<file path="src/rtl/setpoint_pkg.sv">
// Shared types and default limits for the front-panel setpoint controller.
package setpoint_pkg;

   typedef enum logic {
      Idle,
      Offer
   } state_t;

   typedef enum logic [1:0] {
      DirNone,
      DirUp,
      DirDown
   } dir_t;

   localparam int unsigned DefWidth     = 16;
   localparam int unsigned DefMaxValue  = 9999;
   localparam int unsigned DefFastAfter = 8;
   localparam int unsigned DefFastStep  = 10;

endpackage

</file>
<file path="src/rtl/setpoint_controller_if.sv">
// Setpoint offer channel towards the generator configuration registers.
interface setpoint_controller_if
   import setpoint_pkg::*;
#(
   parameter int unsigned Width = DefWidth
);

   logic [Width-1:0] oMagnitude;
   logic             oNegative;
   logic             oValid;
   logic             iReady;

   modport master (
      output oMagnitude,
      output oNegative,
      output oValid,
      input  iReady
   );

   modport slave (
      input  oMagnitude,
      input  oNegative,
      input  oValid,
      output iReady
   );

endinterface

</file>
<file path="src/rtl/setpoint_controller_repeat_accelerator.sv">
// Tracks consecutive same-direction pulses while a button is held and
// switches the step size from 1 to the fast step once enough have arrived.
module repeat_accelerator
   import setpoint_pkg::*;
#(
   parameter int unsigned Width     = DefWidth,
   parameter int unsigned FastAfter = DefFastAfter,
   parameter int unsigned FastStep  = DefFastStep
) (
   input  logic             Clock,
   input  logic             Reset,
   input  logic             up_i,
   input  logic             down_i,
   input  logic             held_i,
   output logic [Width-1:0] step_o,
   output logic             fast_o
);

   localparam int unsigned CntW = $clog2(FastAfter + 1);

   logic [CntW-1:0] count_q, count_d;
   dir_t            dir_q, dir_d;
   dir_t            pulse_dir;

   // Next repeat count / direction: release clears, direction change reloads.
   always_comb begin
      count_d   = count_q;
      dir_d     = dir_q;
      pulse_dir = up_i ? DirUp : DirDown;
      if (!held_i) begin
         count_d = '0;
      end else if (up_i || down_i) begin
         if (pulse_dir == dir_q) begin
            if (count_q < CntW'(FastAfter)) begin
               count_d = count_q + CntW'(1);
            end
         end else begin
            count_d = CntW'(1);
            dir_d   = pulse_dir;
         end
      end
   end

   // Repeat state registers.
   always_ff @(posedge Clock) begin
      if (Reset) begin
         count_q <= '0;
         dir_q   <= DirNone;
      end else begin
         count_q <= count_d;
         dir_q   <= dir_d;
      end
   end

   assign fast_o = (count_q >= CntW'(FastAfter));
   assign step_o = fast_o ? Width'(FastStep) : Width'(1);

endmodule

</file>
<file path="src/rtl/setpoint_controller.sv">
// Sign-magnitude setpoint controller: applies prioritised button pulses to a
// working value with acceleration and clamping, and offers each changed value
// downstream over a valid/ready handshake.
module setpoint_controller
   import setpoint_pkg::*;
#(
   parameter int unsigned Width     = DefWidth,
   parameter int unsigned MaxValue  = DefMaxValue,
   parameter int unsigned FastAfter = DefFastAfter,
   parameter int unsigned FastStep  = DefFastStep
) (
   input  logic Clock,
   input  logic Reset,
   input  logic iUpPulse,
   input  logic iDownPulse,
   input  logic iSignPulse,
   input  logic iHeld,
   output logic oFast,
   setpoint_controller_if.master bus
);

   localparam logic [Width:0] MaxExt = (Width + 1)'(MaxValue);

   logic             up_eff, down_eff;
   logic [Width-1:0] step;
   logic [Width:0]   sum, diff;
   logic [Width-1:0] new_mag;
   logic             new_neg;
   logic             changed;

   logic [Width-1:0] work_mag_q, work_mag_d;
   logic             work_neg_q, work_neg_d;
   logic [Width-1:0] out_mag_q, out_mag_d;
   logic             out_neg_q, out_neg_d;
   logic             pending_q, pending_d;
   state_t           state_q, state_d;

   // Sign beats up beats down; dropped pulses never reach the accelerator.
   assign up_eff   = iUpPulse & ~iSignPulse;
   assign down_eff = iDownPulse & ~iSignPulse & ~iUpPulse;

   repeat_accelerator #(
      .Width    (Width),
      .FastAfter(FastAfter),
      .FastStep (FastStep)
   ) u_accel (
      .Clock (Clock),
      .Reset (Reset),
      .up_i  (up_eff),
      .down_i(down_eff),
      .held_i(iHeld),
      .step_o(step),
      .fast_o(oFast)
   );

   // Working value update with one guard bit for clamping at both limits.
   always_comb begin
      sum     = {1'b0, work_mag_q} + {1'b0, step};
      diff    = {1'b0, work_mag_q} - {1'b0, step};
      new_mag = work_mag_q;
      new_neg = work_neg_q;
      if (iSignPulse) begin
         if (work_mag_q != '0) begin
            new_neg = ~work_neg_q;
         end
      end else if (up_eff) begin
         new_mag = (sum > MaxExt) ? MaxExt[Width-1:0] : sum[Width-1:0];
      end else if (down_eff) begin
         new_mag = diff[Width] ? '0 : diff[Width-1:0];
      end
      if (new_mag == '0) begin
         new_neg = 1'b0;
      end
      changed    = (new_mag != work_mag_q) || (new_neg != work_neg_q);
      work_mag_d = new_mag;
      work_neg_d = new_neg;
   end

   // Offer FSM; a change arriving as Pending is consumed re-arms it, so the
   // pre-update value is offered now and the new one follows.
   always_comb begin
      state_d   = state_q;
      out_mag_d = out_mag_q;
      out_neg_d = out_neg_q;
      pending_d = pending_q;
      case (state_q)
         Idle: begin
            if (pending_q) begin
               out_mag_d = work_mag_q;
               out_neg_d = work_neg_q;
               pending_d = 1'b0;
               state_d   = Offer;
            end
         end
         Offer: begin
            if (bus.iReady) begin
               state_d = Idle;
            end
         end
         default: state_d = Idle;
      endcase
      if (changed) begin
         pending_d = 1'b1;
      end
   end

   // Work, offered value, pending flag and FSM state registers.
   always_ff @(posedge Clock) begin
      if (Reset) begin
         work_mag_q <= '0;
         work_neg_q <= 1'b0;
         out_mag_q  <= '0;
         out_neg_q  <= 1'b0;
         pending_q  <= 1'b0;
         state_q    <= Idle;
      end else begin
         work_mag_q <= work_mag_d;
         work_neg_q <= work_neg_d;
         out_mag_q  <= out_mag_d;
         out_neg_q  <= out_neg_d;
         pending_q  <= pending_d;
         state_q    <= state_d;
      end
   end

   assign bus.oMagnitude = out_mag_q;
   assign bus.oNegative  = out_neg_q;
   assign bus.oValid     = (state_q == Offer);

endmodule

</file>
<file path="src/flat_wrapper.sv">
// flat-port wrapper written by rule: the top's interface ports become plain ports
module setpoint_controller_flat import setpoint_pkg::*;
#(
   parameter int unsigned Width     = DefWidth,
   parameter int unsigned MaxValue  = DefMaxValue,
   parameter int unsigned FastAfter = DefFastAfter,
   parameter int unsigned FastStep  = DefFastStep
)
  (Clock, Reset, iUpPulse, iDownPulse, iSignPulse, iHeld, oFast, bus_oMagnitude, bus_oNegative, bus_oValid, bus_iReady);
  setpoint_controller_if #(.Width(Width)) bus_i ();
  input  logic Clock;
  input  logic Reset;
  input  logic iUpPulse;
  input  logic iDownPulse;
  input  logic iSignPulse;
  input  logic iHeld;
  output logic oFast;
  output wire logic [$bits(bus_i.oMagnitude)-1:0] bus_oMagnitude;
  output wire logic [$bits(bus_i.oNegative)-1:0] bus_oNegative;
  output wire logic [$bits(bus_i.oValid)-1:0] bus_oValid;
  input wire logic [$bits(bus_i.iReady)-1:0] bus_iReady;
  assign bus_oMagnitude = bus_i.oMagnitude;
  assign bus_oNegative = bus_i.oNegative;
  assign bus_oValid = bus_i.oValid;
  assign bus_i.iReady = bus_iReady;
  setpoint_controller #(.Width(Width), .MaxValue(MaxValue), .FastAfter(FastAfter), .FastStep(FastStep)) u_core (.Clock(Clock), .Reset(Reset), .iUpPulse(iUpPulse), .iDownPulse(iDownPulse), .iSignPulse(iSignPulse), .iHeld(iHeld), .oFast(oFast), .bus(bus_i));
endmodule
</file>
<file path="config.mk">
export PLATFORM = sky130hd
export DESIGN_NAME = setpoint_controller_flat
export DESIGN_NICKNAME = d
export VERILOG_FILES = /design/src/rtl/setpoint_pkg.sv /design/src/rtl/setpoint_controller_if.sv /design/src/rtl/setpoint_controller_repeat_accelerator.sv /design/src/rtl/setpoint_controller.sv /design/src/flat_wrapper.sv
export SDC_FILE = /design/constraint.sdc
export NUM_CORES = 1
export LEC_CHECK = 0
export ABC_AREA = 1
export ABC_CLOCK_PERIOD_IN_PS = 7300
export BUFFER_PORTS_ARGS = -buffer_cell sky130_fd_sc_hd__buf_2
export CAP_MARGIN = 10
export CORE_ASPECT_RATIO = 0.6
export CORE_MARGIN = 1
export CORE_UTILIZATION = 55
export CTS_BUF_LIST = sky130_fd_sc_hd__clkbuf_16
export DETAILED_ROUTE_END_ITERATION = 10
export PLACE_DENSITY = 0.72
export SKIP_LAST_GASP = 1
export SLEW_MARGIN = 20
export SYNTH_ARGS = -nofsm -noshare
export SYNTH_HDL_FRONTEND = slang
export SYNTH_SLANG_ARGS = --single-unit
</file>
<file path="constraint.sdc">
create_clock -name Clock -period 7.3 [get_ports Clock]
set_clock_uncertainty 0.05 [all_clocks]
set_input_delay 1.46 -clock Clock [delete_from_list [all_inputs] [get_ports Clock]]
set_output_delay 1.46 -clock Clock [all_outputs]
set_load 0.05 [all_outputs]
</file>
==> impl_metrics.csv <==
group,metric,value,unit
outcome,status,"complete, no violations",
clocking,clockBufferDepth,2,
grt,grt_start_max_net_pins,35,
sta,hold_violations,0,
sta,fin_crit,3.49,ns
place,dpl.hpwl,7.51,mm
drt,drt_wl_total,9.66,mm
worst_setup_path,crit_type,"input port to register",
place,placedCellCount,620,
worst_setup_path,r2r_slack,3.81,ns
power,p_per_area,215,mW/mm^2
synthesis,syn_inst,534,
layout,antennaDiodeCount,0,
drt,wl_per_cell,15.4,um
power,combPwrFrac,35.7,%
drt,drt_iter0_markers,391,
power,clkPwrFrac,28.1,%
die,die_w,102,um
layout,syn_to_final_growth,7.63,%
drt,via_per_inst,5.68,
clocking,cts_resized,0,
synthesis,ys_types,41,
synthesis,yosys.area.top_type_share,25.5,%
place,placed_cell_area,0.00341,sq mm
die,die_y,62.0,um
power,p_leak,1.72,nW
worst_setup_path,rr_endpoint,"u_core.pending_q",
run,cap_violations,0,
die,dieArea,0.00632,sq mm
synthesis,yosysTopAreaCell,"dfxtp_1",
layout,stdcell_count,627,
sta,slew_viol_final,0,
synthesis,synth_warnings,0,
grt,grt_overflow,0,
sta,finalSetupTns,0,ns
grt,grt_pass1_vias,3031,
die,start_util,58.1,%
worst_setup_path,critPathRequiredTime,7.44,ns
sta,final.period_utilization,47.9,%
worst_setup_path,reg2reg_depth,22,
clocking,clock-sinks,42,
power,power.internal,454,uW
synthesis,netlist_area,0.00330,sq mm
sta,setup_viol,0,
drt,vias,3563,
min_path,holdPathStages,2,
drt,ant_nets,0,
drt,first_pass_iters,5,
synthesis,synth-seq-cells,42,
clocking,cts_tree,"done",
place,gp_congestion,1.01,
worst_setup_path,r2r-start,"u_core.u_accel.count_q[3]",
power,power_frac_seq,36.3,%
synthesis,syn_nets,549,
layout,fin_nets,562,
layout,final_layout_size_suffix_gt1_share,15.9,%
clocking,post_cts_buffers,0,
grt,antenna_found_initial,0,
min_path,min-delay-start,"u_core.u_accel.dir_q[0]",
die,ios,26,
power,vdd_drop_max,0.000180,V
clocking,h-tree-depth,2,
clocking,hold_buffers,0,
synthesis,seq_area_frac_synth,25.5,%
layout,final_area,0.00355,sq mm
worst_setup_path,cp.arrival,3.63,ns
synthesis,syn_area_per_cell,6.18,sq um
worst_setup_path,worstSetupEndpointType,"register",
worst_setup_path,path_max_fanout,16,
clocking,cts_buffers,5,
clocking,root_buffer,"clkbuf_16",
min_path,hold_path_end,"u_core.u_accel.dir_q[0]",
sta,rsz0062_at_grt,"no",
sta,worst_slew_pin_slew,0.988,ns
sta,maxSlewHeadroom,34.0,%
place,port_buffers,25,
clocking,clk_latency,0.28,ns
sta,max_freq,286,MHz
clocking,clk_pin_slew,0.06,ns
die,fp-row-count,21,
min_path,hp-class,"register to register",
drt,drc,0,
power,power.switching,310,uW
die,coreArea,0.00568,sq mm
power,p_total,764,uW
power,swShare,40.6,%
grt,grt.total_usage,32.1,%
worst_setup_path,setup.worst_path.start_class,"input port",
synthesis,synth_area_leaders,"dfxtp_1, nand2_1, nor2_1",
grt,grt_pass1_wl,15.1,mm
[cells in the final DEF (no fill, tap or decap), types with 3 or more instances in the layout]
cell | netlist | layout
xor2_1 | 12 | 12
inv_2 | 10 | 10
clkinv_2 | 1 | 3
ha_1 | 7 | 7
nor2_2 | 8 | 9
nor2_1 | 81 | 80
clkbuf_16 | 0 | 5
nand3_1 | 55 | 55
a21oi_1 | 32 | 32
nand4_1 | 15 | 15
nand3b_1 | 4 | 4
nand2_2 | 14 | 14
nor2_4 | 3 | 3
dfxtp_1 | 42 | 42
nand2_1 | 114 | 114
o21ai_2 | 3 | 3
nand3_2 | 7 | 7
nor3_1 | 4 | 4
buf_2 | 5 | 25
o21ai_0 | 29 | 29
inv_1 | 54 | 54
[area by class of cell]
type	count	area, sq um
fill	565	2130
multi-input combinational	406	2090
sequential	42	841
inverter	66	249
timing repair buffer	26	133
clock buffer	5	125
tap	80	100
clock inverter	2	10.0
[power by group through the flow]
stage	Clock, mW	Sequential [mW]	Combinational (mW)
global placement	0	0.280	0.263
CTS	0.214	0.275	0.266
global route	0.225	0.279	0.298
detailed placement	0	0.280	0.264
finish	0.214	0.277	0.273
floorplan	0	0.308	0.177
[cell usage after synthesis]
master      n
o21ai_1     2
or2_2       2
nand4_4     1
fa_1        1
nand3b_1    4
o211ai_1    1
o21ai_0    29
nand2_1   114
nor3_1      4
nor2_1     81
nand4_2     1
inv_1      54
nor2_4      3
nand3_1    55
a31oi_1     1
dfxtp_1    42
and2_4      1
nor4_1      1
buf_8       1
a221oi_1    1
nand2_2    14
o21ai_2     3
buf_1       1
nor2_2      8
nand3_2     7
ha_1        7
clkinv_1    1
xor2_1     12
clkbuf_1    8
buf_6       2
buf_2       5
clkinv_2    1
a211oi_1    2
a21oi_2     1
o21bai_1    1
inv_2      10
a21oi_1    32
buf_4       3
nand4_1    15
nor2_8      1
a21boi_1    1
[sequential cells by signal (all words and copies together) (netlist names)]
register,cells
u_core.work_neg_q,1
u_core.bus.oNegative,1
u_core.u_accel.dir_q,2
u_core.work_mag_q,16
u_core.pending_q,1
u_core.bus.oMagnitude,16
u_core.u_accel.count_q,4
u_core.bus.oValid,1
[metal layers]
layer | part of all wire, % | wire, um | GRT usage [%]
met5 | 0 | 0 | 0
met4 | 1.1 | 108 | 7.14
met3 | 14 | 1320 | 9.06
met2 | 36 | 3490 | 43.1
met1 | 49 | 4740 | 49.5
[metrics by stage]
stage / util [%] / setup slack (ns) / hold WS [ns]
floorplan: - / 4.04 / 0.409
global placement: 60.2 / 3.65 / 0.425
detailed placement: 60.2 / 3.58 / 0.439
CTS: 62.5 / 3.86 / 0.453
global route: 62.5 / 3.42 / 0.480
finish: 62.5 / 3.81 / 0.447
[cells by family (layout without fill, tap and decap cells)]
logic type | Yosys count | count (layout) | share of synthesized area, %
adder cells (fa/ha/maj) | 8 | 8 | 3.26
XOR/XNOR | 12 | 12 | 3.19
flip-flops | 42 | 42 | 25.5
buffers and inverters | 86 | 99 | 11.2
AND/OR/NAND/NOR | 312 | 312 | 44.7
AO/OA/AOI/OAI | 74 | 74 | 12.2
[worst max-delay path by stage]
stage	start	end	slack [ns]	cells after the start
after CTS	u_core.u_accel.count_q[3]	u_core.pending_q	3.86	22
final	iUpPulse	u_core.pending_q	3.81	18
after floorplan	iSignPulse	u_core.pending_q	4.04	17
after global routing	u_core.u_accel.count_q[3]	u_core.pending_q	3.42	21
after global placement	iUpPulse	u_core.pending_q	3.65	18
after detailed placement	iSignPulse	u_core.pending_q	3.58	19
[worst max-delay path: stages]
cell and delay, ns:
buf_2 0.12, inv_1 0.07, nor2_1 0.04, buf_4 0.19
inv_1 0.32, o21ai_2 0.13, inv_1 0.31, o21ai_0 0.16
nand2_1 0.16, inv_1 0.09, nand2_1 0.06, nand2_1 0.06
nor2_1 0.09, nand3_1 0.07, nor2_1 0.09, nand4_1 0.08
nand2_1 0.07, inv_1 0.04
Note: power is estimated with default switching activity, not from simulation.
